## config.mk

```make
export PLATFORM = sky130hd
export DESIGN_NAME = error_sum_accumulator
export DESIGN_NICKNAME = d
export VERILOG_FILES = /design/src/rtl/error_sum_pkg.sv /design/src/rtl/error_bit_counter.sv /design/src/rtl/error_sum_accumulator.sv
export SDC_FILE = /design/constraint.sdc
export NUM_CORES = 1
export LEC_CHECK = 0
export ABC_AREA = 1
export CAP_MARGIN = 20
export CELL_PAD_IN_SITES_DETAIL_PLACEMENT = 2
export CELL_PAD_IN_SITES_GLOBAL_PLACEMENT = 2
export CORE_UTILIZATION = 27
export CTS_BUF_LIST = sky130_fd_sc_hd__clkbuf_4 sky130_fd_sc_hd__clkbuf_8
export CTS_CLUSTER_DIAMETER = 50
export CTS_CLUSTER_SIZE = 8
export DETAILED_ROUTE_END_ITERATION = 16
export PLACE_DENSITY = 0.77
export SLEW_MARGIN = 30
export SYNTH_ARGS = -nofsm -noshare
export SYNTH_HDL_FRONTEND = slang
export SYNTH_SLANG_ARGS = --single-unit
```

## constraint.sdc

```tcl
create_clock -name iClock -period 1.3 [get_ports iClock]
set_input_delay 0.26 -clock iClock [delete_from_list [all_inputs] [get_ports iClock]]
set_output_delay 0.26 -clock iClock [all_outputs]
set_load 0.1 [all_outputs]
```

## src/rtl/error_sum_pkg.sv

```systemverilog
// Shared types, default sizes and a sum-slicing helper for the error-sum accumulator.
package error_sum_pkg;

    localparam int OUT_BITS_DEF = 8;
    localparam int SUM_W_DEF    = 32;
    localparam int CNT_W_DEF    = 16;

    typedef enum logic [1:0] {
        ST_IDLE  = 2'd0,
        ST_ACCUM = 2'd1,
        ST_DRAIN = 2'd2,
        ST_DONE  = 2'd3
    } state_t;

    // Extract bit k's counter from the packed sums bus (default geometry).
    function automatic logic [SUM_W_DEF-1:0] sum_slice(
        input logic [OUT_BITS_DEF*SUM_W_DEF-1:0] sums,
        input int unsigned                       k
    );
        logic [SUM_W_DEF-1:0] r_val;
        r_val = sums[k*SUM_W_DEF +: SUM_W_DEF];
        return r_val;
    endfunction

endpackage

```

## src/rtl/error_bit_counter.sv

```systemverilog
// Per-output-bit error counter with synchronous clear.
// ERROR_SUM_SATURATE_EN selects saturation at all-ones; otherwise the counter wraps.
module error_bit_counter #(
    parameter int SUM_W = 32
) (
    input  logic             clk,
    input  logic             rst_n,
    input  logic             clr,
    input  logic             inc,
    output logic [SUM_W-1:0] cnt
);

    localparam logic [SUM_W-1:0] ONE = {{(SUM_W-1){1'b0}}, 1'b1};

    logic [SUM_W-1:0] r_cnt;

    // Counter holds unless cleared or incremented; clear wins over increment.
    always_ff @(posedge clk or negedge rst_n) begin
        if (!rst_n) begin
            r_cnt <= {SUM_W{1'b0}};
        end else if (clr) begin
            r_cnt <= {SUM_W{1'b0}};
        end else if (inc) begin
`ifdef ERROR_SUM_SATURATE_EN
            if (r_cnt != {SUM_W{1'b1}}) begin
                r_cnt <= r_cnt + ONE;
            end
`else
            r_cnt <= r_cnt + ONE;
`endif
        end
    end

    assign cnt = r_cnt;

endmodule

```

## src/rtl/error_sum_accumulator.sv

```systemverilog
// Per-bit mismatch accumulator fed by the chromosome FSM; sums held until software acks.
// Optional build macro ERROR_SUM_SATURATE_EN makes the per-bit counters saturate.
module error_sum_accumulator
    import error_sum_pkg::*;
#(
    parameter int OUT_BITS = OUT_BITS_DEF,
    parameter int SUM_W    = SUM_W_DEF,
    parameter int CNT_W    = CNT_W_DEF
) (
    input  logic                      iClock,
    input  logic                      iReset_n,
    input  logic                      iStart,
    input  logic                      iSampleValid,
    output logic                      oSampleReady,
    input  logic [OUT_BITS-1:0]       iChromOutput,
    input  logic [OUT_BITS-1:0]       iExpectedOutput,
    input  logic [OUT_BITS-1:0]       iValidMask,
    input  logic                      iLastSample,
    input  logic                      iAck,
    output logic                      oDone,
    output logic [OUT_BITS*SUM_W-1:0] oErrorSums,
    output logic [CNT_W-1:0]          oSampleCount,
    output logic [1:0]                oState
);

    localparam logic [CNT_W-1:0] CNT_ONE = {{(CNT_W-1){1'b0}}, 1'b1};

    state_t              r_state;
    state_t              w_next_state;
    logic                w_clr;
    logic                w_accept;
    logic                r_ready;
    logic                r_done;
    logic [OUT_BITS-1:0] r_mis;
    logic                r_mis_vld;
    logic [CNT_W-1:0]    r_count;

    assign w_accept = iSampleValid && (r_state == ST_ACCUM);

    // Next-state decode; iStart only acts in IDLE and iAck only in DONE.
    always_comb begin
        w_next_state = r_state;
        w_clr        = 1'b0;
        case (r_state)
            ST_IDLE: begin
                if (iStart) begin
                    w_next_state = ST_ACCUM;
                    w_clr        = 1'b1;
                end else begin
                    w_next_state = ST_IDLE;
                end
            end
            ST_ACCUM: begin
                if (w_accept && iLastSample) begin
                    w_next_state = ST_DRAIN;
                end else begin
                    w_next_state = ST_ACCUM;
                end
            end
            ST_DRAIN: begin
                w_next_state = ST_DONE;
            end
            ST_DONE: begin
                if (iAck) begin
                    w_next_state = ST_IDLE;
                end else begin
                    w_next_state = ST_DONE;
                end
            end
            default: begin
                w_next_state = ST_IDLE;
            end
        endcase
    end

    // State register plus ready/done flags registered from the next state.
    always_ff @(posedge iClock or negedge iReset_n) begin
        if (!iReset_n) begin
            r_state <= ST_IDLE;
            r_ready <= 1'b0;
            r_done  <= 1'b0;
        end else begin
            r_state <= w_next_state;
            r_ready <= (w_next_state == ST_ACCUM);
            r_done  <= (w_next_state == ST_DONE);
        end
    end

    // Stage 1: capture scored mismatches of an accepted sample for one cycle.
    always_ff @(posedge iClock or negedge iReset_n) begin
        if (!iReset_n) begin
            r_mis     <= {OUT_BITS{1'b0}};
            r_mis_vld <= 1'b0;
        end else if (w_clr) begin
            r_mis     <= {OUT_BITS{1'b0}};
            r_mis_vld <= 1'b0;
        end else if (w_accept) begin
            r_mis     <= (iChromOutput ^ iExpectedOutput) & iValidMask;
            r_mis_vld <= 1'b1;
        end else begin
            r_mis_vld <= 1'b0;
        end
    end

    // Accepted-sample counter; wraps naturally at its width.
    always_ff @(posedge iClock or negedge iReset_n) begin
        if (!iReset_n) begin
            r_count <= {CNT_W{1'b0}};
        end else if (w_clr) begin
            r_count <= {CNT_W{1'b0}};
        end else if (w_accept) begin
            r_count <= r_count + CNT_ONE;
        end
    end

    // Stage 2: one counter per output bit.
    for (genvar k = 0; k < OUT_BITS; k++) begin : g_bit
        error_bit_counter #(
            .SUM_W (SUM_W)
        ) u_cnt (
            .clk   (iClock),
            .rst_n (iReset_n),
            .clr   (w_clr),
            .inc   (r_mis_vld & r_mis[k]),
            .cnt   (oErrorSums[k*SUM_W +: SUM_W])
        );
    end

    assign oSampleReady = r_ready;
    assign oDone        = r_done;
    assign oSampleCount = r_count;
    assign oState       = r_state;

endmodule
```

==> impl_metrics.env, run 1 <==
export IMPL_status="did not finish"
export IMPL_lastStage="clock tree synthesis (4_1_cts)"
export IMPL_tool_error="[ERROR DPL-0033] detailed placement checks failed during check placement."
export IMPL_rows=88
export IMPL_cts_sinks=285
export IMPL_placed_cells=3704
export IMPL_cts_root_buffer="clkbuf_8"
export IMPL_synth_warning_count=0
export IMPL_gp_congestion=0.867
export IMPL_dieHeight_um=244
export IMPL_cts_path_max_buffers=3
export IMPL_numCtsBuffers=54
export IMPL_io_pins=306
export IMPL_syn_inst=2211
export IMPL_cts_resized=668
export IMPL_synth_seq_area_share_pct=45.3
export IMPL_cts_setup_buffers=408
export IMPL_synth_seq_cells=285
export IMPL_die_w_um=244
export IMPL_synthesis_nets=2250
export IMPL_initial_utilization_pct=27.3
export IMPL_syn_area_um2=15800
export IMPL_syn_area_per_cell_um2=7.13
export IMPL_cts_hold_buf=2
export IMPL_hpwl_um=65000
export IMPL_htreeDepth=2
export IMPL_synth_distinct_cells=30
export IMPL_numPortBuffers=305
cells in the mapped netlist:
library cell  count  area share (%)
nand2_1         527              13
nor2_1          494              12
dfrtp_1         285              45
nand3_1         210             6.7
a21oi_1         209             6.6
inv_1           201             4.8
o21ai_0          95             3.0
nor2_4           22             1.6
nor3b_1          19            0.91
buf_2            18            0.57
nand4_1          18            0.71
xor2_1           18             1.0
nor3_1           16            0.51
buf_4            11            0.52
ha_1              9            0.71
nand2_4           9            0.64
a31oi_1           8            0.32
o21bai_1          8            0.38
nand2_2           7            0.28
clkbuf_1          6            0.14
nor2_2            6            0.24
nand3_2           4            0.25
and2_1            3            0.12
a22oi_1           2           0.095
a211oi_1          1           0.048
clkbuf_2          1           0.032
nand2_8           1            0.13
o211ai_1          1           0.048
o21ai_1           1           0.032
xnor2_1           1           0.056
per-stage QoR:
stage / setup slack (ns) / setup TNS, ns / area (µm²)
floorplan: -0.386 / -88.84 / 16400
global placement: -0.642 / -144.35 / 26700
detailed placement: -0.876 / -164.17 / 26700
logic make-up after synthesis:
| group | count (synthesis) | share of synthesized area, % |
|---|---|---|
| buffers and inverters | 237 | 6.06 |
| AO/OA/AOI/OAI | 325 | 10.6 |
| flip-flops | 285 | 45.3 |
| AND/OR/NAND/NOR | 1336 | 36.3 |
| XOR/XNOR | 19 | 1.06 |
| adder cells (fa/ha/maj) | 9 | 0.715 |
==> run 2: changes to the inputs <==
==> config.mk (replaced) <==
export PLATFORM = sky130hd
export DESIGN_NAME = error_sum_accumulator
export DESIGN_NICKNAME = d
export VERILOG_FILES = /design/src/rtl/error_sum_pkg.sv /design/src/rtl/error_bit_counter.sv /design/src/rtl/error_sum_accumulator.sv
export SDC_FILE = /design/constraint.sdc
export NUM_CORES = 1
export LEC_CHECK = 0
export ABC_AREA = 1
export CAP_MARGIN = 20
export CORE_UTILIZATION = 34
export DETAILED_ROUTE_END_ITERATION = 16
export PLACE_DENSITY_LB_ADDON = 0.15
export SLEW_MARGIN = 30
export SYNTH_ARGS = -nofsm -noshare
export SYNTH_HDL_FRONTEND = slang
export SYNTH_SLANG_ARGS = --single-unit
==> constraint.sdc (replaced) <==
create_clock -name iClock -period 1.7 [get_ports iClock]
set_input_delay 0.34 -clock iClock [delete_from_list [all_inputs] [get_ports iClock]]
set_output_delay 0.34 -clock iClock [all_outputs]
set_load 0.1 [all_outputs]
==> run 2 against run 1 <==
The flow now finishes, with violations (setup timing). Synthesized area stayed put. Synthesized cell count stayed put.
==> impl_metrics.env, run 2 <==
export IMPL_status="complete, but fails checks"
export IMPL_violations="setup timing"
export IMPL_layout_setup_ws_ns=-0.131
export IMPL_drc=0
export IMPL_async_reset_ff_share_pct=100
export IMPL_placed_cells=3161
export IMPL_io_pins=306
export IMPL_gp_congestion=0.886
export IMPL_synth_seq_cells=285
export IMPL_synth_edf_count=0
export IMPL_leakagePower_nw=10.9
export IMPL_drive_gt1_share_pct=35.2
export IMPL_numPortBuffers=305
export IMPL_die_w_um=217
export IMPL_crit_family="simple AND/OR/NAND/NOR gates"
export IMPL_cp_data_required_time_ns=2.13
export IMPL_synth_distinct_cells=30
export IMPL_layout_commonest_cell="nand2_1"
export IMPL_layout_nets=2678
export IMPL_hold_violations=0
export IMPL_power_density_nw_per_um2=918
export IMPL_yosys_top_cells_area="dfrtp_1, nand2_1, nor2_1"
export IMPL_synthesis_nets=2250
export IMPL_final_area_um2=26100
export IMPL_via_per_inst=5.06
export IMPL_cp_common_cell="nand2_8"
export IMPL_totalWireLength_um=52500
export IMPL_synthTopCellsByCount="nand2_1, nor2_1, dfrtp_1"
export IMPL_core_um2=45600
export IMPL_dr_pass1_iters=5
export IMPL_grt_antenna_before_repair=1
export IMPL_syn_inst=2211
export IMPL_dieArea_um2=47200
export IMPL_dieHeight_um=217
export IMPL_critPathBufInv=2
export IMPL_vias=16500
export IMPL_grt_pass1_vias=15600
export IMPL_yosysTopAreaCell="dfrtp_1"
export IMPL_tightest_slew_ns=0.397
export IMPL_crit_slowest_cell="dfrtp_4"
export IMPL_max_freq_mhz=546
export IMPL_synth_seq_area_share_pct=45.3
export IMPL_hpwl_um=37300
export IMPL_hold_slack_ns=0.264
export IMPL_fin_crit_ns=1.83
export IMPL_ant_nets=0
export IMPL_end_kind="flip-flop"
export IMPL_insertion_delay_ns=0.56
export IMPL_numCtsBuffers=37
export IMPL_regArea_um2=7510
export IMPL_clk_pin_slew_worst_paths_ns=0.06
export IMPL_setup_viol=58
export IMPL_cts_sinks=285
export IMPL_grt_max_degree=53
export IMPL_start_kind="flip-flop"
export IMPL_htreeDepth=2
export IMPL_nFillCells=3959
export IMPL_irDropWorstVdd_mv=0.650
export IMPL_rows=78
export IMPL_hp_class="in -> async"
export IMPL_fin_setup_tns_ns=-1.57
export IMPL_worstPathArrival_ns=2.26
export IMPL_fin_cells=3269
export IMPL_multiInputGateArea_um2=8920
export IMPL_finClkSkew_ns=0.0290
export IMPL_final_cell_mix="nand2_1, nor2_1, buf_12"
export IMPL_max_stage_delay_ns=0.49
export IMPL_initial_utilization_pct=34.6
export IMPL_cts_root_buffer="clkbuf_16"
export IMPL_grt_pass1_wl_um=82500
export IMPL_max_cap_viol_count=0
export IMPL_place_area_um2=23300
export IMPL_crit_chain="nor2_4, nand2_8, buf_12, nand2_8, nand2_8, nor2_4, buf_6, nand3_2, nand2_1, nor2_1"
export IMPL_syn_area_um2=15800
export IMPL_path_max_fanout=7
export IMPL_critPathKind="reg -> reg"
export IMPL_grt_setup_unrepaired="yes"
export IMPL_synth_top_area_share_pct=45.3
export IMPL_area_growth_pct=65.9
export IMPL_syn_area_per_cell_um2=7.13
export IMPL_cts_path_max_buffers=3
export IMPL_largest_reg_flops=256
export IMPL_synth_warning_count=0
export IMPL_cts_tree="built"
export IMPL_drtIter0Drc=1192
export IMPL_gr_usage_all_layers_pct=21.6
export IMPL_finalCritPeriodShare_pct=108
export IMPL_grt_ovfl_total=0
export IMPL_synthMostInstantiatedCell="nand2_1"
export IMPL_slew_viol_final=0
export IMPL_relSlewSlack_pct=73.5
export IMPL_synth_main_ff_cell="dfrtp_1"
export IMPL_wire_per_inst_um=16.1
==> run 2: cell type report <==
class                           instances  share of cell area (%)
Multi-Input combinational cell       1698                    34.1
Timing Repair Buffer                  416                    26.5
Tap cell                              600                    2.87
Clock buffer                           60                    4.25
Sequential cell                       285                    28.7
Clock inverter                          8                   0.550
Inverter                              201                    2.96
Antenna cell                            1                 0.00957
==> run 2: cells by family (layout without fill, tap and decap cells) <==
kind of cell             count (synthesis)  count (layout)  synth area share (%)
AND/OR/NAND/NOR                       1336            1345                  36.3
AO/OA/AOI/OAI                          325             325                  10.6
flip-flops                             285             285                  45.3
buffers and inverters                  237             685                  6.06
XOR/XNOR                                19              19                  1.06
adder cells (fa/ha/maj)                  9               9                 0.715
other                                    0               1                     0
==> run 2: report_power, final <==
group	switching (mW)	leakage [nW]	total, mW	internal, mW
Clock	3.15	0.608	8.10	4.95
Combinational	5.03	6.70	7.98	2.95
Sequential	0.591	3.54	7.92	7.33
Total	8.77	10.9	24.0	15.2
==> run 2: worst register-to-register path: stages, from the launching register on <==
cell and delay, ns:
dfrtp_4 0.49, nor2_4 0.21, nand2_8 0.09, buf_12 0.17
nand2_8 0.13, nand2_8 0.09, nor2_4 0.22, buf_6 0.14
nand3_2 0.05, nand2_1 0.07, nor2_1 0.05
==> run 2: worst paths after layout <==
check / startpoint / to / slack [ns] / depth (start not counted)
max reg2reg: oState[0] / g_bit[5].u_cnt.cnt[18] / -0.13 / 10
min in group iClock: iAck / oDone / 0.37 / 2
min: iReset_n / g_bit[7].u_cnt.cnt[21] / 0.26 / 2
min reg2reg: g_bit[5].u_cnt.cnt[11] / g_bit[5].u_cnt.cnt[11] / 0.53 / 1
max: oState[0] / g_bit[5].u_cnt.cnt[18] / -0.13 / 10
max in group asynchronous: iReset_n / g_bit[2].u_cnt.cnt[1] / 0.77 / 3
==> run 2: metal layers <==
layer / part of all wire [%] / global-route usage, % / vias to the layer above
met5: 0 / 0 / -
met4: 2.4 / 6.36 / 0
met2: 48 / 35.2 / 553
met1: 43 / 29.2 / 7873
li1: - / - / 8026
met3: 6.1 / 3.94 / 95
==> run 2: timing repair <==
action,4_1_cts,5_1_grt
endpoints found under the hold margin,30,0
buffers inserted,7,21
setup endpoints to repair,108,191
gates cloned,9,2
hold buffers,1,0
pin swaps,20,80
gates resized for setup,61,278
==> run 2: per-stage QoR <==
stage | setup WS (ns) | total power, mW | utilization (%)
2_1_floorplan | -0.00818 | 12.1 | -
5_1_grt | -0.139 | 25.0 | 57.4
6_report | -0.131 | 24.0 | 57.4
3_3_place_gp | -0.277 | 15.1 | 51.0
3_5_place_dp | -0.316 | 15.2 | 51.0
4_1_cts | -0.0331 | 23.6 | 54.7
Power figures use the tool's default switching activity.
==> run 3: changes to the inputs <==
--- a/config.mk
+++ b/config.mk
@@ -7,6 +7,7 @@
 export LEC_CHECK = 0
 export ABC_AREA = 1
 export CAP_MARGIN = 20
+export CORE_MARGIN = 8
 export CORE_UTILIZATION = 34
 export DETAILED_ROUTE_END_ITERATION = 16
 export PLACE_DENSITY_LB_ADDON = 0.15
==> constraint.sdc (replaced) <==
create_clock -name iClock -period 1.7 [get_ports iClock]
set_input_delay 0.51 -clock iClock [delete_from_list [all_inputs] [get_ports iClock]]
set_output_delay 0.51 -clock iClock [all_outputs]
set_load 0.1 [all_outputs]
==> run 3 against run 2 <==
The run still ends with setup timing left. Global-route usage is 0.34 points lower. Clock skew decreased by 0.0093 ns. Power increased by 0.16%. Critical path type is now reg -> out. Largest power group is now combinational logic.
==> impl_metrics.env, run 3 (synthesized netlist as in run 2, its figures left out) <==
export IMPL_numCtsBuffers=36
export IMPL_critPathKind="reg -> out"
export IMPL_slew_viol_final=0
export IMPL_hold_violations=0
export IMPL_status="complete, but fails checks"
export IMPL_max_freq_mhz=541
export IMPL_clk_pin_slew_worst_paths_ns=0.06
export IMPL_drive_gt1_share_pct=43.3
export IMPL_totalWireLength_um=59700
export IMPL_finalCritPeriodShare_pct=109
export IMPL_grt_ovfl_total=0
export IMPL_leakagePower_nw=12.4
export IMPL_end_kind="output port"
export IMPL_setup_viol=80
export IMPL_grt_pass1_vias=17300
export IMPL_gr_usage_all_layers_pct=21.3
export IMPL_place_area_um2=23300
export IMPL_irDropWorstVdd_mv=0.711
export IMPL_ant_nets=0
export IMPL_initial_utilization_pct=34.1
export IMPL_htreeDepth=2
export IMPL_antenna_cells=0
export IMPL_worstPathArrival_ns=1.34
export IMPL_dieHeight_um=231
export IMPL_cts_path_max_buffers=3
export IMPL_violations="setup timing"
export IMPL_io_pins=306
export IMPL_tightest_slew_ns=0.457
export IMPL_relSlewSlack_pct=69.5
export IMPL_largest_reg_flops=256
export IMPL_final_cell_mix="nand2_1, nor2_1, buf_4"
export IMPL_grt_pass1_wl_um=92900
export IMPL_area_growth_pct=80.0
export IMPL_power_density_nw_per_um2=848
export IMPL_fin_cells=3548
export IMPL_wire_per_inst_um=16.8
export IMPL_cts_tree="built"
export IMPL_core_um2=46200
export IMPL_fin_crit_ns=1.85
export IMPL_final_area_um2=28400
export IMPL_max_cap_viol_count=0
export IMPL_layout_commonest_cell="nand2_1"
export IMPL_cp_data_required_time_ns=1.19
export IMPL_layout_setup_ws_ns=-0.147
export IMPL_placed_cells=3170
export IMPL_drtIter0Drc=1150
export IMPL_vias=17700
export IMPL_gp_congestion=0.899
export IMPL_path_max_fanout=2
export IMPL_hpwl_um=39900
export IMPL_die_w_um=231
export IMPL_drc=0
export IMPL_grt_max_degree=50
export IMPL_dieArea_um2=53500
export IMPL_hp_class="in -> async"
export IMPL_insertion_delay_ns=0.55
export IMPL_layout_nets=2954
export IMPL_numPortBuffers=305
export IMPL_grt_antenna_before_repair=0
export IMPL_via_per_inst=5.00
export IMPL_rows=79
export IMPL_cts_sinks=285
export IMPL_dr_pass1_iters=7
export IMPL_cts_root_buffer="clkbuf_16"
export IMPL_start_kind="flip-flop"
export IMPL_nFillCells=3819
export IMPL_grt_setup_unrepaired="yes"
export IMPL_finClkSkew_ns=0.0197
## run 3: power by group
group,switching (mW),internal [mW]
Combinational,5.38,3.31
Sequential,0.460,7.33
Clock,3.07,4.49
## run 3: metal layers
| layer | vias to the layer above | share of wire, % | global-route usage, % |
|---|---|---|---|
| li1 | 8572 | - | - |
| met1 | 8486 | 41 | 26.5 |
| met2 | 554 | 49 | 35.8 |
| met3 | 136 | 6.8 | 5.61 |
| met4 | 0 | 3.2 | 6.71 |
| met5 | - | 0 | 0 |
## run 3: worst paths after layout
check / depth (start not counted) / endpoint / startpoint / slack, ns
worst max-delay path: 2 / oState[0] / oState[0] / -0.15
worst max register to register: 9 / g_bit[7].u_cnt.cnt[29] / oState[1] / -0.08
max in group asynchronous: 3 / g_bit[1].u_cnt.cnt[17] / iReset_n / 0.57
worst min-delay path: 2 / g_bit[7].u_cnt.cnt[22] / iReset_n / 0.46
min in group iClock: 2 / oDone / iAck / 0.54
worst min register to register: 2 / r_mis[5] / r_mis[5] / 0.55
## run 3: final cells by class
type | instances | area [µm²] | share of cell area [%]
clock buffers | 63 | 1130 | 4.00
clock inverters | 1 | 5.00 | 0.0176
inverters | 201 | 781 | 2.75
multi-input cells | 1696 | 9100 | 32.1
flip-flops and latches | 285 | 7530 | 26.5
well taps | 607 | 759 | 2.68
repair buffers | 695 | 9060 | 31.9
## run 3: critical path: stages, from the launching register on
cell and delay (ns):
dfrtp_4 0.50, buf_6 0.14, buf_12 0.15
## run 3: per-stage QoR
step	hold WS, ns	setup WS (ns)	total power, mW	TNS (ns)	utilization, %
CTS	0.451	-0.173	23.6	-2.93	58.2
finish	0.463	-0.147	24.0	-2.31	61.4
detailed placement	0.438	-0.565	15.2	-116.88	50.5
global route	0.470	-0.198	25.0	-12.94	61.4
floorplan	0.214	-0.00818	12.1	-0.00818	-
global placement	0.437	-0.532	15.1	-107.32	50.5
## run 3: timing repair
| action | in CTS | in global routing |
|---|---|---|
| pin swaps | 18 | 90 |
| setup buffers | 260 | 46 |
| hold buffers | 1 | 0 |
| gates cloned | 7 | 3 |
| resized for setup | 104 | 317 |
| setup endpoints to repair | 356 | 314 |
| endpoints found under the hold margin | 25 | 0 |
==> run 4: changes to the inputs <==
--- a/config.mk
+++ b/config.mk
@@ -10,6 +10,7 @@
 export CORE_MARGIN = 8
 export CORE_UTILIZATION = 34
 export DETAILED_ROUTE_END_ITERATION = 16
+export HOLD_SLACK_MARGIN = 0.06
 export PLACE_DENSITY_LB_ADDON = 0.15
 export SLEW_MARGIN = 30
 export SYNTH_ARGS = -nofsm -noshare
==> results of run 4 <==
Same layout as run 3: the final DEF is identical, and so are final timing and power.
